## src/rtl/mux_rr_arbiter_pkg.sv

```systemverilog
// Shared types and constants for the four-way round-robin select arbiter.
package mux_arb_pkg;
  localparam int NUM_REQ = 4;
  localparam int SEL_W   = 2;

  typedef enum logic {IDLE = 1'b0, GRANT = 1'b1} state_e;
endpackage

```

## src/rtl/mux_rr_arbiter_if.sv

```systemverilog
// Requester/consumer bundle for mux_rr_arbiter; master is the arbiter side.
interface mux_rr_arbiter_if #(
  parameter int WIDTH = 4
);
  import mux_arb_pkg::*;

  logic [NUM_REQ-1:0] req;
  logic [WIDTH-1:0]   in1;
  logic [WIDTH-1:0]   in2;
  logic [WIDTH-1:0]   in3;
  logic [WIDTH-1:0]   in4;
  logic               out_ready;
  logic [NUM_REQ-1:0] gnt;
  logic [SEL_W-1:0]   sel;
  logic [WIDTH-1:0]   out;
  logic               out_valid;
  logic               busy;

  modport master (
    input  req, in1, in2, in3, in4, out_ready,
    output gnt, sel, out, out_valid, busy
  );

  modport slave (
    output req, in1, in2, in3, in4, out_ready,
    input  gnt, sel, out, out_valid, busy
  );
endinterface

```

## src/rtl/mux_rr_arbiter_rr_pick.sv

```systemverilog
// Rotating-priority picker: first requester after `last`, wrapping, `last` itself lowest.
module rr_pick
  import mux_arb_pkg::*;
(
  input  logic [NUM_REQ-1:0] req,
  input  logic [SEL_W-1:0]   last,
  output logic               any,
  output logic [SEL_W-1:0]   win
);

  logic [SEL_W-1:0] idx;

  // Walk from lowest to highest priority so the nearest requester after `last` wins.
  always_comb begin
    any = |req;
    win = last;
    idx = last;
    for (int k = NUM_REQ; k >= 1; k--) begin
      idx = last + SEL_W'(k);
      if (req[idx]) win = idx;
    end
  end

endmodule

```

## src/rtl/mux_rr_arbiter.sv

```systemverilog
// Round-robin owner of a 4:1 select path; holds a grant for up to MAX_BURST beats.
module mux_rr_arbiter
  import mux_arb_pkg::*;
#(
  parameter int WIDTH     = 4,
  parameter int MAX_BURST = 4
) (
  input  logic             clk,
  input  logic             rst_n,
  mux_rr_arbiter_if.master bus
);

  localparam int               CNT_W    = $clog2(MAX_BURST + 1);
  localparam logic [CNT_W-1:0] CNT_LAST = CNT_W'(MAX_BURST - 1);

  state_e             state_q, state_d;
  logic [SEL_W-1:0]   sel_q, last_q, win;
  logic [NUM_REQ-1:0] gnt_q;
  logic [CNT_W-1:0]   cnt_q;
  logic               any, own_req, xfer, burst_end;

  rr_pick u_pick (
    .req  (bus.req),
    .last (last_q),
    .any  (any),
    .win  (win)
  );

  assign own_req   = bus.req[sel_q];
  assign xfer      = (state_q == GRANT) && own_req && bus.out_ready;
  assign burst_end = xfer && (cnt_q == CNT_LAST);

  always_ff @(posedge clk or negedge rst_n) begin
    if (!rst_n) state_q <= IDLE;
    else        state_q <= state_d;
  end

  always_comb begin
    state_d = state_q;
    unique case (state_q)
      IDLE:  if (any) state_d = GRANT;
      GRANT: if (!own_req || burst_end) state_d = IDLE;
      default: state_d = IDLE;
    endcase
  end

  // last resets to the top index so the first arbitration starts at requester 0.
  always_ff @(posedge clk or negedge rst_n) begin
    if (!rst_n) begin
      sel_q  <= '0;
      last_q <= SEL_W'(NUM_REQ - 1);
      gnt_q  <= '0;
      cnt_q  <= '0;
    end else begin
      unique case (state_q)
        IDLE: begin
          if (any) begin
            sel_q  <= win;
            last_q <= win;
            gnt_q  <= NUM_REQ'(1) << win;
            cnt_q  <= '0;
          end
        end
        GRANT: begin
          if (state_d == IDLE) begin
            gnt_q <= '0;
            cnt_q <= '0;
          end else if (xfer) begin
            cnt_q <= cnt_q + CNT_W'(1);
          end
        end
        default: ;
      endcase
    end
  end

  always_comb begin
    bus.gnt       = gnt_q;
    bus.sel       = sel_q;
    bus.busy      = (state_q == GRANT);
    bus.out_valid = (state_q == GRANT) && own_req;
    bus.out       = '0;
    if (state_q == GRANT) begin
      unique case (sel_q)
        2'd0: bus.out = bus.in1;
        2'd1: bus.out = bus.in2;
        2'd2: bus.out = bus.in3;
        2'd3: bus.out = bus.in4;
        default: bus.out = '0;
      endcase
    end
  end

endmodule
```

## src/flat_wrapper.sv

```systemverilog
// flat-port wrapper written by rule: the top's interface ports become plain ports
module mux_rr_arbiter_flat import mux_arb_pkg::*;
#(
  parameter int WIDTH     = 4,
  parameter int MAX_BURST = 4
)
  (clk, rst_n, bus_req, bus_in1, bus_in2, bus_in3, bus_in4, bus_out_ready, bus_gnt, bus_sel, bus_out, bus_out_valid, bus_busy);
  mux_rr_arbiter_if #(.WIDTH(WIDTH)) bus_i ();
  input  logic clk;
  input  logic rst_n;
  input wire logic [$bits(bus_i.req)-1:0] bus_req;
  input wire logic [$bits(bus_i.in1)-1:0] bus_in1;
  input wire logic [$bits(bus_i.in2)-1:0] bus_in2;
  input wire logic [$bits(bus_i.in3)-1:0] bus_in3;
  input wire logic [$bits(bus_i.in4)-1:0] bus_in4;
  input wire logic [$bits(bus_i.out_ready)-1:0] bus_out_ready;
  output wire logic [$bits(bus_i.gnt)-1:0] bus_gnt;
  output wire logic [$bits(bus_i.sel)-1:0] bus_sel;
  output wire logic [$bits(bus_i.out)-1:0] bus_out;
  output wire logic [$bits(bus_i.out_valid)-1:0] bus_out_valid;
  output wire logic [$bits(bus_i.busy)-1:0] bus_busy;
  assign bus_i.req = bus_req;
  assign bus_i.in1 = bus_in1;
  assign bus_i.in2 = bus_in2;
  assign bus_i.in3 = bus_in3;
  assign bus_i.in4 = bus_in4;
  assign bus_i.out_ready = bus_out_ready;
  assign bus_gnt = bus_i.gnt;
  assign bus_sel = bus_i.sel;
  assign bus_out = bus_i.out;
  assign bus_out_valid = bus_i.out_valid;
  assign bus_busy = bus_i.busy;
  mux_rr_arbiter #(.WIDTH(WIDTH), .MAX_BURST(MAX_BURST)) u_core (.clk(clk), .rst_n(rst_n), .bus(bus_i));
endmodule
```

## config.mk

```make
export PLATFORM = sky130hd
export DESIGN_NAME = mux_rr_arbiter_flat
export DESIGN_NICKNAME = d
export VERILOG_FILES = /design/src/rtl/mux_rr_arbiter_pkg.sv /design/src/rtl/mux_rr_arbiter_if.sv /design/src/rtl/mux_rr_arbiter_rr_pick.sv /design/src/rtl/mux_rr_arbiter.sv /design/src/flat_wrapper.sv
export SDC_FILE = /design/constraint.sdc
export NUM_CORES = 1
export LEC_CHECK = 0
export CORE_ASPECT_RATIO = 0.8
export CORE_MARGIN = 2
export CORE_UTILIZATION = 41
export CTS_CLUSTER_DIAMETER = 150
export DETAILED_ROUTE_END_ITERATION = 12
export PLACE_DENSITY = 0.82
export REMOVE_ABC_BUFFERS = 1
export SYNTH_ARGS = -nofsm -noshare
export SYNTH_HDL_FRONTEND = slang
export SYNTH_SLANG_ARGS = --single-unit
```

## constraint.sdc

```tcl
create_clock -name clk -period 1.8 [get_ports clk]
set_input_delay 0.36 -clock clk [delete_from_list [all_inputs] [get_ports clk]]
set_output_delay 0.36 -clock clk [all_outputs]
set_load 0.05 [all_outputs]
```

== Yosys cells after proc, flatten, opt, wreduce, memory -nomap -nowiden ==
Cells that the tools add are included.
Cells by class
  $add $sub $neg: 4
  order comparisons: 4
  equal/unequal tests: 7
  shifts and indexed selects: 1
  multiplexer cells: 23
  bitwise operators: 1
  reduce and logical (&&, ||, !) cells: 10
Operator list (number)
  4-bit one-hot mux with 4 select lines: 1
  2-bit by 3-bit less-than comparator with 1-bit output (second input constant): 4
  4-bit 2-to-1 mux: 3
  3-bit 2-to-1 mux: 3
  1-bit binary-select mux with 2-bit select: 4
  4-bit one-hot mux with 2 select lines: 1
  1-bit 2-to-1 mux: 6
  2-bit 2-to-1 mux: 3
  3-bit one-hot mux with 2 select lines: 1
  2-bit AND reduction: 3
  2-bit adder (second input constant): 2
  2-bit equality test (second input constant): 2
  4-bit OR reduction: 1
  1-bit by 2-bit << shifter with 4-bit output (first input constant): 1
  3-bit by 1-bit adder with 3-bit output (second input constant): 1
  3-bit by 2-bit equality test with 1-bit output (second input constant): 1
  1-bit logical AND: 3
  3-bit inequality test (second input constant): 1
  2-bit by 1-bit adder with 2-bit output (second input constant): 1
  2-bit by 1-bit equality test with 1-bit output (second input constant): 1
  2-bit zero test: 1
  2-bit by 1-bit inequality test with 1-bit output (second input constant): 1
  2-bit inequality test (second input constant): 1
  1-bit one-hot mux with 2 select lines: 1
  3 further kinds: 3
Storage, ports and cells
  register bits: 12
  input port bits: 23

== Depth between registers and ports, before layout ==
  depth after elaboration: 10
  depth in mapped cells: 6

== Hierarchy ==
A second synthesis with hierarchy kept.
Unflattened totals
  cell total of the unflattened synthesis: 79
  area total of the unflattened synthesis: 835.8 um^2
Modules (own cells, without submodules)
  mux_rr_arbiter: instances 1, cells an instance 65, area an instance 763.2 um^2, seq. area each 302.8 um^2
  rr_pick: instances 1, cells an instance 14, area an instance 72.6 um^2, seq. area each 0.0 um^2

== Least setup slack after synthesis ==
No wires, ideal clock.
  path kind: flip-flop to output port
  from: register u_core.sel_q[0], in the netlist u_core.bus.sel[0]
  to: output bus_out[0]
  data arrival time: 1709 ps
  required time: 1440 ps
  path slack: -269 ps
  cell stages (with the launch flop): 4
  path buffers: 1
  path through: dfrtp_1 -> buf_2 -> mux4_2 -> and2_1
On the way
  cells in the longest elaborated chain, start to end: 3
Ends and longest elaborated chain
  start, declared: RTL line mux_rr_arbiter.sv:17  | logic [SEL_W-1:0] sel_q, last_q, win;
  start signal, assigned: RTL line mux_rr_arbiter.sv:58  | sel_q <= win;
  2-bit equality test (tied with other cells): RTL line mux_rr_arbiter.sv:84  | unique case (sel_q)
  4-bit one-hot mux with 4 select lines (*): RTL line mux_rr_arbiter.sv:84
  4-bit 2-to-1 mux (*): RTL line mux_rr_arbiter.sv:83  | if (state_q == GRANT) begin
  end, declared: RTL line flat_wrapper.sv:19  | output wire logic [$bits(bus_i.out)-1:0] bus_out;
Every way passes the cells marked *; elsewhere a longest branch is shown, timed or not.

== Worst setup path in the final report ==
Same ends and word-level chain as after synthesis.

==> impl_metrics.env <==
export IMPL_outcome="finished with violations"
export IMPL_violations="setup timing"
export IMPL_tightest_slew_ns=0.5083
export IMPL_synthTopCellsByArea="dfrtp_1 32%, mux4_2 11%, dfstp_2 6.6%"
export IMPL_synthMostInstantiatedCell="dfrtp_1"
export IMPL_leakage_nw=0.5964
export IMPL_drive_gt1_share_pct=42.24
export IMPL_min_path_type="primary input to async pin"
export IMPL_drv_slew=0
export IMPL_fillers=140
export IMPL_clk_path_buf_depth=2
export IMPL_synth_cell_types=32
export IMPL_die_width_um=53.18
export IMPL_seqPwrFrac_pct=22.8
export IMPL_yosysTopAreaCell="dfrtp_1"
export IMPL_grt_overflow_total=0
export IMPL_start_kind="register"
export IMPL_area_growth_synth_to_final_pct=65.93
export IMPL_antenna_found_initial=0
export IMPL_synth_edff_count=0
export IMPL_io_pins=35
export IMPL_netlist_area_leader_share_pct=31.55
export IMPL_swShare_pct=46.01
export IMPL_numCtsBuffers=3
export IMPL_syn_area_um2=793.3
export IMPL_min_period_over_period_pct=107.7
export IMPL_core_area_mm2=0.001857
export IMPL_die_area_mm2=0.002305
export IMPL_final_util_pct=70.89
export IMPL_pwr_density_cell_mw_per_mm2=1955
export IMPL_power_switching_mw=1.184
export IMPL_grt_use_met1_pct=25.28
export IMPL_crit_path_max_incr_delay_ns=0.53
export IMPL_final_cells=140
export IMPL_via_per_inst=5.507
export IMPL_ys_seq_area_share_pct=38.17
export IMPL_clkTransAtPathRegs_ns=0.08
export IMPL_hold_buffers=0
export IMPL_wire_per_inst_um=14.80
export IMPL_nNetsFinal=142
export IMPL_clock_sinks=12
export IMPL_dr_pass1_iters=4
export IMPL_place_area_mm2=0.001215
export IMPL_antennaDiodeCount=0
export IMPL_initial_core_util_pct=42.72
export IMPL_grtUsageMet3_pct=5.862
export IMPL_use_met2_pct=34.75
export IMPL_synthArstFlopShare_pct=100.0
export IMPL_vias=771
export IMPL_cp_top_family="multiplexers"
export IMPL_place_congestion=0.8144
export IMPL_row_count=14
export IMPL_top_usage_layer="met2"
export IMPL_rsz0062_at_grt="true"
export IMPL_ys_seq_elements=12
export IMPL_synthCells=69
export IMPL_dp_cells=131
export IMPL_register_area_um2=305.3
export IMPL_multi_input_area_um2=479.2
export IMPL_yosysWarnings=0
export IMPL_hold_violations=0
export IMPL_final_setup_viol_count=5
export IMPL_cpMaxStageDelayCell="mux4_2"
export IMPL_clkPwrFrac_pct=6.6
export IMPL_worstPathArrival_ns=1.58
export IMPL_grt_usage_pct=20.45
export IMPL_clkLatencyLatePin_ns=0.27
export IMPL_htree_levels=1
export IMPL_grt_max_degree=13
export IMPL_max_freq_mhz=516.1
export IMPL_grt_pass1_wl_mm=3.401
export IMPL_final_area_mm2=0.001316
export IMPL_worst_slew_margin_rel_pct=66.01
export IMPL_total_power_mw=2.573
export IMPL_holdWs_ns=0.4204
export IMPL_synth_main_ff_cell="dfrtp_1"
export IMPL_die_h_um=43.34
export IMPL_drtAntennaViolNets=0
export IMPL_crit_buf_inv=1
export IMPL_critPathMaxFanout=6
export IMPL_cts_tree="yes"
export IMPL_grt_pass1_vias=787
export IMPL_drt_iter0_drc=23
export IMPL_ir_drop_uv=1186
export IMPL_p_int_mw=1.389
export IMPL_period_minus_slack_ns=1.938
export IMPL_wl_mm=2.072
export IMPL_skew_ns=0.01018
export IMPL_crit_path_end_kind="output pin"
export IMPL_dp_hpwl_mm=1.526
export IMPL_finalWorstSetupSlack_ns=-0.1377
export IMPL_crit_type="register to output pin"
export IMPL_syn_avg_cell_area_um2=11.50
export IMPL_cap_violations=0
export IMPL_portBuffers=34
export IMPL_route_detailed_drc=0
export IMPL_power_share_combinational_pct=70.5
export IMPL_path_cells="mux4_2, and2_4, buf_6"
export IMPL_crit_required_ns=1.44
export IMPL_cts_root_buffer="clkbuf_4"
power by group through the flow:
stage | clock network [mW] | registers [mW] | logic, mW
2_1_floorplan | 0 | 0.810 | 0.727
3_3_place_gp | 0 | 0.577 | 1.57
3_5_place_dp | 0 | 0.586 | 1.59
4_1_cts | 0.173 | 0.589 | 1.78
5_1_grt | 0.185 | 0.619 | 1.91
6_report | 0.171 | 0.588 | 1.81
path summary, 6_finish.rpt:
kind                       cells past startpoint  slack [ns]                             to                     startpoint
setup / recovery                               3       -0.14                     bus_out[0]  u_core.bus.sel[0]$_DFFE_PN0P_
hold / removal                                 1        0.42    u_core.cnt_q[2]$_DFFE_PN0P_                          rst_n
setup reg to reg                               8        0.08    u_core.cnt_q[0]$_DFFE_PN0P_  u_core.bus.sel[0]$_DFFE_PN0P_
hold reg to reg                                1        0.50  u_core.bus.gnt[2]$_DFFE_PN0P_  u_core.bus.gnt[2]$_DFFE_PN0P_
max in group asynchronous                      1        1.01   u_core.last_q[0]$_DFFE_PN1P_                          rst_n
min in group clk                               1        0.50  u_core.bus.gnt[2]$_DFFE_PN0P_  u_core.bus.gnt[2]$_DFFE_PN0P_
registers in the layout, summed over array words and instances (netlist names):
signal and cells:
u_core.last_q 2, u_core.cnt_q 3, u_core.bus.busy 1, u_core.bus.gnt 4, u_core.bus.sel 2
layout make-up:
type / count / share of cell area, %
Clock buffer: 4 / 1.996
Sequential cell: 12 / 23.19
Tap cell: 24 / 2.281
Timing Repair Buffer: 46 / 35.27
Inverter: 3 / 0.8555
Multi-Input combinational cell: 51 / 36.41
cells by family (layout without fill, tap and decap cells):
| logic type | after synthesis | in the layout | synth area share [%] |
|---|---|---|---|
| compound gates | 21 | 21 | 21.30 |
| fa+ha+maj | 2 | 2 | 3.154 |
| buf+inv | 6 | 53 | 4.101 |
| flops | 12 | 12 | 38.17 |
| mux | 8 | 8 | 16.56 |
| simple gates | 20 | 20 | 16.72 |
per-stage QoR:
step / TNS (ns) / worst slack (ns)
floorplan: -1.081 / -0.2240
global placement: -1.584 / -0.1180
detailed placement: -1.742 / -0.1542
CTS: -0.6293 / -0.1364
global route: -0.9626 / -0.1977
finish: -0.6340 / -0.1377
repair_timing:
| item | in CTS | in global routing |
|---|---|---|
| pin swaps | 1 | 0 |
| resized for setup | 16 | 2 |
| cloned | 0 | 0 |
| setup endpoints to repair | 5 | 8 |
| setup buffers | 4 | 1 |
routing by layer:
layer / part of all wire [%] / wire [µm] / vias up
li1: - / - / 359
met1: 41 / 848 / 368
met2: 45 / 937 / 40
met3: 13 / 270 / 4
met4: 0.72 / 15 / 0
met5: 0 / 0 / -
layout by cell type, fill, tap and decap left out, drive strengths merged, types with 3 or more instances in the layout:
cell type      netlist  routed
nand2b               4       4
clkbuf               0       4
mux4                 4       4
dfrtp               10      10
mux2i                3       3
nand2                4       4
inv                  3       3
nor2                 3       3
dlygate4sd2          0       4
and2                 4       4
o21a                 4       4
buf                  3      24
clkdlybuf4s50        0      18
(Power assumes the default switching activity.)
